File: src/rtl/softmax_row_max_sub.sv
// softmax_row_max_sub: ping-pong row buffer that finds each row's max and
// re-emits the row tile by tile as saturated (x - row_max), all values <= 0.
// Ports: clk, rst_n (sync, active-low); in_valid/in_data input tiles;
// drain_hold test hook that holds off drain start (tie to 0 in use);
// out_valid/out_data/out_last/out_row_max/out_done output tiles;
// overflow sticky flag for tiles dropped because no bank was free.
module softmax_row_max_sub #(
  parameter int WIDTH      = 16,
  parameter int FRAC_WIDTH = 8,
  parameter int ROW        = 256,
  parameter int COL        = 64,
  parameter int TILE_SIZE  = 8
) (
  input  logic                       clk,
  input  logic                       rst_n,
  input  logic                       in_valid,
  input  logic [TILE_SIZE*WIDTH-1:0] in_data,
  input  logic                       drain_hold,
  output logic                       out_valid,
  output logic [TILE_SIZE*WIDTH-1:0] out_data,
  output logic                       out_last,
  output logic [WIDTH-1:0]           out_row_max,
  output logic                       out_done,
  output logic                       overflow
);
  localparam int TPR = COL / TILE_SIZE;
  localparam int TW  = TILE_SIZE * WIDTH;
  localparam int TA  = (TPR > 1) ? $clog2(TPR) : 1;
  localparam int RW  = (ROW > 1) ? $clog2(ROW) : 1;
  localparam logic [TA-1:0] TLAST = TA'(TPR - 1);
  localparam logic [RW-1:0] RLAST = RW'(ROW - 1);

  if (COL % TILE_SIZE != 0 || FRAC_WIDTH >= WIDTH) begin : g_bad_cfg
    $error("softmax_row_max_sub: bad parameters");
  end

  typedef enum logic [1:0] {
    EMPTY, FILLING, FULL, DRAINING
  } bank_e;

  bank_e bst [2];
  bank_e bst_n [2];

  logic          wr_bank, rd_bank;
  logic [TA-1:0] wr_tile, rd_tile;
  logic [RW-1:0] row_cnt;
  logic [WIDTH-1:0] run_max, run_nxt;
  logic [WIDTH-1:0] bank_max [2];
  logic [TW-1:0]    mem [2][TPR];
  logic [TW-1:0]    ram_q;
  logic [WIDTH-1:0] s1_max;
  logic             s1_valid, s1_last;

  logic rd_act, rd_last, idle_start, chain_start;
  logic wr_ok, wr_fin;

  assign rd_act  = (bst[rd_bank] == DRAINING);
  assign rd_last = rd_act && (rd_tile == TLAST);
  assign idle_start  = !rd_act && (bst[rd_bank] == FULL) && !drain_hold;
  // Second bank starts on the cycle after the first ends: no bubble.
  assign chain_start = rd_last && (bst[~rd_bank] == FULL) && !drain_hold;

  // A bank finishing its last read this cycle may already take new data.
  assign wr_ok  = in_valid &&
                  (bst[wr_bank] == EMPTY || bst[wr_bank] == FILLING ||
                   (rd_last && rd_bank == wr_bank));
  assign wr_fin = wr_ok && (wr_tile == TLAST);

  logic signed [WIDTH-1:0] lane, tile_max;
  always_comb begin
    tile_max = $signed(in_data[WIDTH-1:0]);
    lane     = tile_max;
    for (int i = 1; i < TILE_SIZE; i++) begin
      lane = $signed(in_data[i*WIDTH +: WIDTH]);
      if (lane > tile_max) tile_max = lane;
    end
  end

  assign run_nxt = (wr_tile == '0 || tile_max > $signed(run_max))
                 ? tile_max : run_max;

  always_comb begin
    bst_n[0] = bst[0];
    bst_n[1] = bst[1];
    if (rd_last)     bst_n[rd_bank]  = EMPTY;
    if (idle_start)  bst_n[rd_bank]  = DRAINING;
    if (chain_start) bst_n[~rd_bank] = DRAINING;
    if (wr_ok)       bst_n[wr_bank]  = wr_fin ? FULL : FILLING;
  end

  // d is computed one bit wider; only the low side can overflow.
  logic [WIDTH:0] diff;
  logic [TW-1:0]  shifted;
  always_comb begin
    diff    = '0;
    shifted = '0;
    for (int i = 0; i < TILE_SIZE; i++) begin
      diff = {ram_q[i*WIDTH+WIDTH-1], ram_q[i*WIDTH +: WIDTH]}
           - {s1_max[WIDTH-1], s1_max};
      shifted[i*WIDTH +: WIDTH] = (diff[WIDTH] & ~diff[WIDTH-1])
        ? {1'b1, {(WIDTH-1){1'b0}}} : diff[WIDTH-1:0];
    end
  end

  always_ff @(posedge clk) begin
    if (wr_ok)  mem[wr_bank][wr_tile] <= in_data;
    if (wr_fin) bank_max[wr_bank] <= run_nxt;
    ram_q  <= mem[rd_bank][rd_tile];
    s1_max <= bank_max[rd_bank];
  end

  always_ff @(posedge clk) begin
    if (!rst_n) begin
      bst[0]      <= EMPTY;
      bst[1]      <= EMPTY;
      wr_bank     <= 1'b0;
      wr_tile     <= '0;
      rd_bank     <= 1'b0;
      rd_tile     <= '0;
      run_max     <= '0;
      row_cnt     <= '0;
      overflow    <= 1'b0;
      s1_valid    <= 1'b0;
      s1_last     <= 1'b0;
      out_valid   <= 1'b0;
      out_data    <= '0;
      out_last    <= 1'b0;
      out_row_max <= '0;
      out_done    <= 1'b0;
    end else begin
      bst[0] <= bst_n[0];
      bst[1] <= bst_n[1];
      if (wr_ok) begin
        run_max <= run_nxt;
        if (wr_fin) begin
          wr_tile <= '0;
          wr_bank <= ~wr_bank;
        end else begin
          wr_tile <= wr_tile + TA'(1);
        end
      end
      if (in_valid && !wr_ok) overflow <= 1'b1;
      if (rd_act) begin
        if (rd_last) begin
          rd_tile <= '0;
          rd_bank <= ~rd_bank;
        end else begin
          rd_tile <= rd_tile + TA'(1);
        end
      end
      s1_valid  <= rd_act;
      s1_last   <= rd_last;
      out_valid <= s1_valid;
      out_last  <= s1_valid & s1_last;
      out_done  <= s1_valid & s1_last & (row_cnt == RLAST);
      if (s1_valid) begin
        out_data    <= shifted;
        out_row_max <= s1_max;
      end
      if (s1_valid & s1_last)
        row_cnt <= (row_cnt == RLAST) ? '0 : row_cnt + RW'(1);
    end
  end
endmodule

File: config.mk
export PLATFORM = sky130hd
export DESIGN_NAME = softmax_row_max_sub
export DESIGN_NICKNAME = d
export VERILOG_FILES = /design/src/rtl/softmax_row_max_sub.sv
export SDC_FILE = /design/constraint.sdc
export NUM_CORES = 2
export LEC_CHECK = 0
export ABC_CLOCK_PERIOD_IN_PS = 26400
export BUFFER_PORTS_ARGS = -buffer_cell sky130_fd_sc_hd__buf_2
export CORE_ASPECT_RATIO = 0.75
export CORE_MARGIN = 8
export CORE_UTILIZATION = 45
export DETAILED_ROUTE_END_ITERATION = 6
export PLACE_DENSITY = 0.71
export SLEW_MARGIN = 20
export SYNTH_ARGS = -nofsm -noshare
export SYNTH_HDL_FRONTEND = slang
export SYNTH_SLANG_ARGS = --single-unit
File: constraint.sdc
create_clock -name clk -period 26.4 [get_ports clk]
set_clock_uncertainty 0.15 [all_clocks]
set_input_delay 2.64 -clock clk [delete_from_list [all_inputs] [get_ports clk]]
set_output_delay 2.64 -clock clk [all_outputs]
set_load 0.005 [all_outputs]
* Word-level counts from Yosys, hierarchy flattened
Memory sizes are Yosys's and may differ from the RTL's. A register that Yosys moved wholly into a read port is not among the register bits.
Index checks and enable logic that the tools add are counted.
** Storage, ports and cells
- Latch bits :: 0
- RAM bits :: 2084
- Memories :: 3
- Register bits after elaboration :: 310
- Memory bits (read-only) :: 0
- Output and inout bits :: 148
- Bits of input ports :: 132
- Logic and storage cells :: 158
** Operators by class
- Div/mod/pow operators :: 0
- Add/subtract/negate cells :: 11
- Bitwise logic cells :: 31
- Order comparisons :: 17
- Reduce and logical (&&, ||, !) cells :: 23
- Shifts and indexed selects :: 0
- Multipliers :: 0
- Muxes and demuxes :: 50
- Equality and inequality tests :: 8
** Memories
- mem :: words 2, width 1024, read ports 1, clocked after memory_dff 1, wr ports 1, RTL line 49 : logic [TW-1:0] mem [2][TPR];
- bank_max :: words 2, width 16, read ports 1, clocked after memory_dff 1, wr ports 1, RTL line 48 : logic [WIDTH-1:0] bank_max [2];
- bst :: words 2, width 2, read ports 5, clocked after memory_dff 2, wr ports 2, RTL line 41 : bank_e bst [2];
** Operator list (number)
- 2-to-1 mux 1024 bit :: 1
- binary-select mux 128 bit (select 3 bit) :: 1
- demux 128 bit (select 3 bit) :: 1
- 2-to-1 mux 128 bit :: 3
- 2-to-1 mux 16 bit :: 16
- subtractor 16 x 16 -> 17 bit :: 8
- greater-than comparator 16 bit :: 8
- 2-to-1 mux 4 bit :: 4
- logical AND 1 bit :: 13
- 2-to-1 mux 2 bit :: 6
- 2-to-1 mux 1 bit :: 11
- bitwise AND 1 bit :: 10
- NOT 1 bit :: 10
- adder 8 x 1 -> 8 bit (second input constant) :: 1
- == test 8 bit (second input constant) :: 1
- greater-or-equal comparator 4 bit (second input constant) :: 2
- 2-to-1 mux 8 bit :: 1
- NOT 3 -> 4 bit :: 2
- OR 4 bit :: 2
- adder 3 x 1 -> 3 bit (second input constant) :: 2
- demux 2 bit (select 1 bit) :: 3
- == test 2 bit (second input constant) :: 3
- == test 3 bit (second input constant) :: 2
- greater-or-equal comparator 2 bit (second input constant) :: 3
- other kinds (15) :: 26

* Longest topological paths before layout
- Depth after elaboration :: 17
- Depth in mapped cells :: 122
- Depth with buffers taken out :: 112

* Worst setup path before layout
Ideal clock, no wire load.
- Path kind :: in2reg
- Start point :: input port in_data[15]
- End point :: register run_max[7]
- Stages on the path :: 107
- Data arrival time :: 22.531 ns
- Required time :: 26.181 ns
- Setup time :: 0.069 ns
- Buffers on the path :: 11
- Path slack :: 3.650 ns
- Cell sequence :: inv_1 > ha_1 > nand4_2 > nor3_1 > a211oi_1 > or4_4 > nand2_4 > buf_1 > mux2i_1 > ha_1 > a211oi_1 > o21ai_0 > a21oi_1 > a21oi_1 > and2_1 > a31o_1 > buf_4 > a21o_1 > [... 71 more ...] > mux2_4 > ha_1 > nor2b_1 > o21a_1 > o21ai_0 > nand2b_1 > a21oi_1 > o21ai_0 > a221o_1 > a21oi_1 > a31o_2 > o21a_1 > clkbuf_1 > nor2_1 > nor2_1 > clkbuf_1 > a22oi_1 > o21ai_1
** On the way
- Longest elaborated chain between the ends :: 17
** Ends and longest elaborated chain
- start: declaration :: RTL line 17 : input logic [TILE_SIZE*WIDTH-1:0] in_data,
- greater-than comparator 16 bit :: RTL line 75 : if (lane > tile_max) tile_max = lane;
- 2-to-1 mux 16 bit * :: RTL line 75
- greater-than comparator 16 bit :: RTL line 75
- 2-to-1 mux 16 bit * :: RTL line 75
- greater-than comparator 16 bit :: RTL line 75
- 2-to-1 mux 16 bit * :: RTL line 75
- greater-than comparator 16 bit :: RTL line 75
- 2-to-1 mux 16 bit * :: RTL line 75
- greater-than comparator 16 bit :: RTL line 75
- 2-to-1 mux 16 bit * :: RTL line 75
- greater-than comparator 16 bit :: RTL line 75
- 2-to-1 mux 16 bit * :: RTL line 75
- greater-than comparator 16 bit :: RTL line 75
- 2-to-1 mux 16 bit * :: RTL line 75
- greater-than comparator 16 bit :: RTL line 79 : assign run_nxt = (wr_tile == '0 || tile_max > $signed(run_max))
- logical OR 1 bit :: RTL line 79
- 2-to-1 mux 16 bit * :: RTL line 80 : ? tile_max : run_max;
- end signal: assignment :: RTL line 134 : run_max <= run_nxt;
- end: declaration :: RTL line 47 : logic [WIDTH-1:0] run_max, run_nxt;
Mark *: on every way between the ends. The rest lies on a longest branch, timed or not.
A chain may end at the register's enable or synchronous reset.

* Final worst setup path
- Start point :: input port in_data[15]
- End point :: register run_max[0]
Same word-level chain as after synthesis.

==> run metrics <==
Post-synth EDFFs 2080; fin area 0.110 sq mm; ANT nets after route 0; Post-CTS Setup Inserts 0; drt first pass iters 7; setup violators final 0; Via Count 51080; Clk pin slew, worst setup/hold paths 0.06 ns; Post-Place Cells 7976; top routing layer used met5; Yosys reg bits 2412; IO buf count 279; Yosys warnings 0; CTS tree yes; sequential fraction of the synthesis area 0.713; core area 0.214 sq mm; clock sinks 2412; Period minus WS final 24.47 ns; FILL cells 16774; Crit-path slowest cell nor4_1; Final Max Slew Viols 0; Final Hold Fails 0; via/cell ratio 6.06; DP Area 0.102 sq mm; vias in the first global route 50443; HPWL Detailed 155000 microns; total track usage 0.221; Die Span X 552 microns; H-tree level count 4; M1 WL 106000 microns; NumNets Final 5768; DR WL met2 120000 microns; relative slew slack 0.259; run status complete, no violations; IO Pins 280; Die ar. 0.231 sq mm; pwr dens 78.4 mW/mm^2; grt total ovfl 0; VDD IR max 0.0542 mV; Mapped Cells 4970; Post-Syn Area 0.0969 sq mm; Area Overhead vs Synth 13.4%; Achievable Freq 40.9 MHz; layout cell share with drive strength beyond 1 0.270; Setup TNS 0 ns; Net Sw Frac 0.239; RSZ-0062 raised after global routing no; Initial Util 0.453; Primary FF master, synth edfxtp_1; Comb power frac 0.119; period utilization 0.927; flop2flop setup slack 20.07 ns; worst-margin pin slew 1.11 ns; Skew-Pair Late Insertion Delay 0.87 ns; drt drc 0; Switch Pwr 2.06 mW; drt wl/cell 30.9 microns; syn_nets 5364; CP arrival 25.07 ns; DR iter-0 viols 6673; Unique masters post-synth 85; Clock power frac 0.388; global placement routability congestion 0.882; chip height 418 microns; WL met3 28700 microns; LEAKAGE 36.7 nW; critical path class input port to flop; largest net degree at the start of global routing 135; MaxCap Viol Count 0; Pint 6.56 mW; slowest stage delay, CP 0.75 ns; ys async rst share 0; cts bufs inserted 226; crit start category input port; Worst Setup End Kind flop; Syn Area/Cell 19.5 sq um; # rows 147; clk root buf clkbuf_16; CP required 27.00 ns; sequential share of power 0.494; initial antenna violation count 66; Core Util, Final 0.513; Crit Path Max Fanout 28; routed wire length 260000 microns; Hold Path Class flop to flop; CTS max path bufs 4; Total Power 8.62 mW; first-pass GRT wire length 369000 microns; fin cells 8423
-- timing repair --
action / 4_1_cts / 5_1_grt
hold buffers: 0 / 0
hold endpoints to repair: 0 / 0
setup endpoints to repair: 0 / 13
gates resized for setup: 0 / 1
-- worst max-delay path, delay by kind of cell --
family                     cells  cell delay, ns
and+or+nand+nor               31            6.83
buffers and inverters          7            0.93
AOI/OAI and AO/OA             46            9.91
muxes                          6            2.24
adders and majority gates      8            2.44
-- path summary, 6_finish.rpt --
| path | endpoint | cells past startpoint | startpoint |
|---|---|---|---|
| max | run_max[0] | 98 | in_data[15] |
| min | out_data[0] | 2 | out_data[0] |
| max reg2reg | mem[0][63] | 9 | flop |
| min reg2reg | out_data[0] | 2 | out_data[0] |
-- logic make-up after synthesis --
group           synth area share
compound gates            0.0430
xor+xnor                  0.0109
fa+ha+maj                 0.0344
buf+inv                   0.0152
flops                      0.713
mux                        0.162
simple gates              0.0212
-- cells in the final DEF (no fill, tap or decap), types with 33 or more instances in the layout --
cell,count
o21bai_1,55
mux2_2,52
a21oi_1,147
nor2_1,105
nand2_1,111
a21o_1,91
o21ai_0,113
dfxtp_1,327
nor2b_1,43
buf_2,279
inv_1,180
diode_2,33
a22o_1,72
ha_1,254
xor2_1,49
edfxtp_1,2080
clkbuf_16,228
xnor2_1,70
mux4_2,637
clkbuf_1,37
buf_4,88
mux2i_1,60
clkbuf_8,39
clkinv_2,42
-- flip-flops by register name, summed over array words and instances, names as in the netlist, 4 cells and up, named ones only --
signal and count:
bank_max 32, bst 4, mem 2048, out_data 128, out_row_max 16, ram_q 128, row_cnt 8, run_max 16
s1_max 16
-- synth_stat cells, types with 9 or more instances --
cell type | instances | area (sq um)
a211oi_1 | 14 | 105
a21o_1 | 91 | 683
a21oi_1 | 147 | 736
a221oi_2 | 10 | 150
a22o_1 | 72 | 631
a22oi_1 | 16 | 120
a31oi_1 | 10 | 62.6
and3_1 | 12 | 75.1
buf_1 | 53 | 199
clkbuf_1 | 147 | 552
dfxtp_1 | 332 | 6650
edfxtp_1 | 2080 | 62500
ha_1 | 254 | 3180
inv_1 | 183 | 687
mux2_2 | 52 | 586
mux2_4 | 12 | 180
mux2i_1 | 60 | 601
mux4_2 | 637 | 14300
nand2_1 | 112 | 420
nand2b_1 | 20 | 125
nand3_1 | 16 | 80.1
nand4_1 | 23 | 144
nor2_1 | 116 | 435
nor2b_1 | 43 | 269
nor3_1 | 30 | 150
nor4_1 | 9 | 56.3
o21a_1 | 13 | 97.6
o21ai_0 | 113 | 566
o21bai_1 | 55 | 413
xnor2_1 | 70 | 613
xor2_1 | 49 | 429
-- per-layer routing --
metal  GRT usage  vias to the layer above
li1            -                    21100
met1       0.321                    26920
met2       0.343                     2667
met3      0.0526                      375
met4      0.0484                       18
met5           0                        -
-- final cells by class --
| class | count | area, sq um | area share |
|---|---|---|---|
| Antenna cell | 33 | 82.6 | 0.000752 |
| Clock buffer | 304 | 6380 | 0.0581 |
| Clock inverter | 109 | 1240 | 0.0113 |
| Inverter | 184 | 691 | 0.00629 |
| Multi-Input combinational cell | 2170 | 26500 | 0.241 |
| Sequential cell | 2412 | 69100 | 0.629 |
| Tap cell | 2831 | 3540 | 0.0322 |
| Timing Repair Buffer | 380 | 2320 | 0.0212 |
-- power groups by stage --
stage / clock network, mW / logic, mW / registers (mW)
2_1_floorplan: 0 / 0.697 / 4.33
6_report: 3.34 / 1.02 / 4.25
4_1_cts: 3.39 / 1.01 / 4.25
3_5_place_dp: 0 / 1.00 / 4.34
5_1_grt: 3.53 / 1.11 / 4.26
3_3_place_gp: 0 / 0.984 / 4.33
-- metrics by stage --
stage / setup WS, ns / hold WS [ns]
after CTS: 1.46 / 0.305
after global routing: 0.197 / 0.330
after floorplan: 3.65 / 0.298
final: 1.93 / 0.298
after global placement: 1.29 / 0.284
after detailed placement: 0.621 / 0.290
Power figures use the tool's default switching activity.
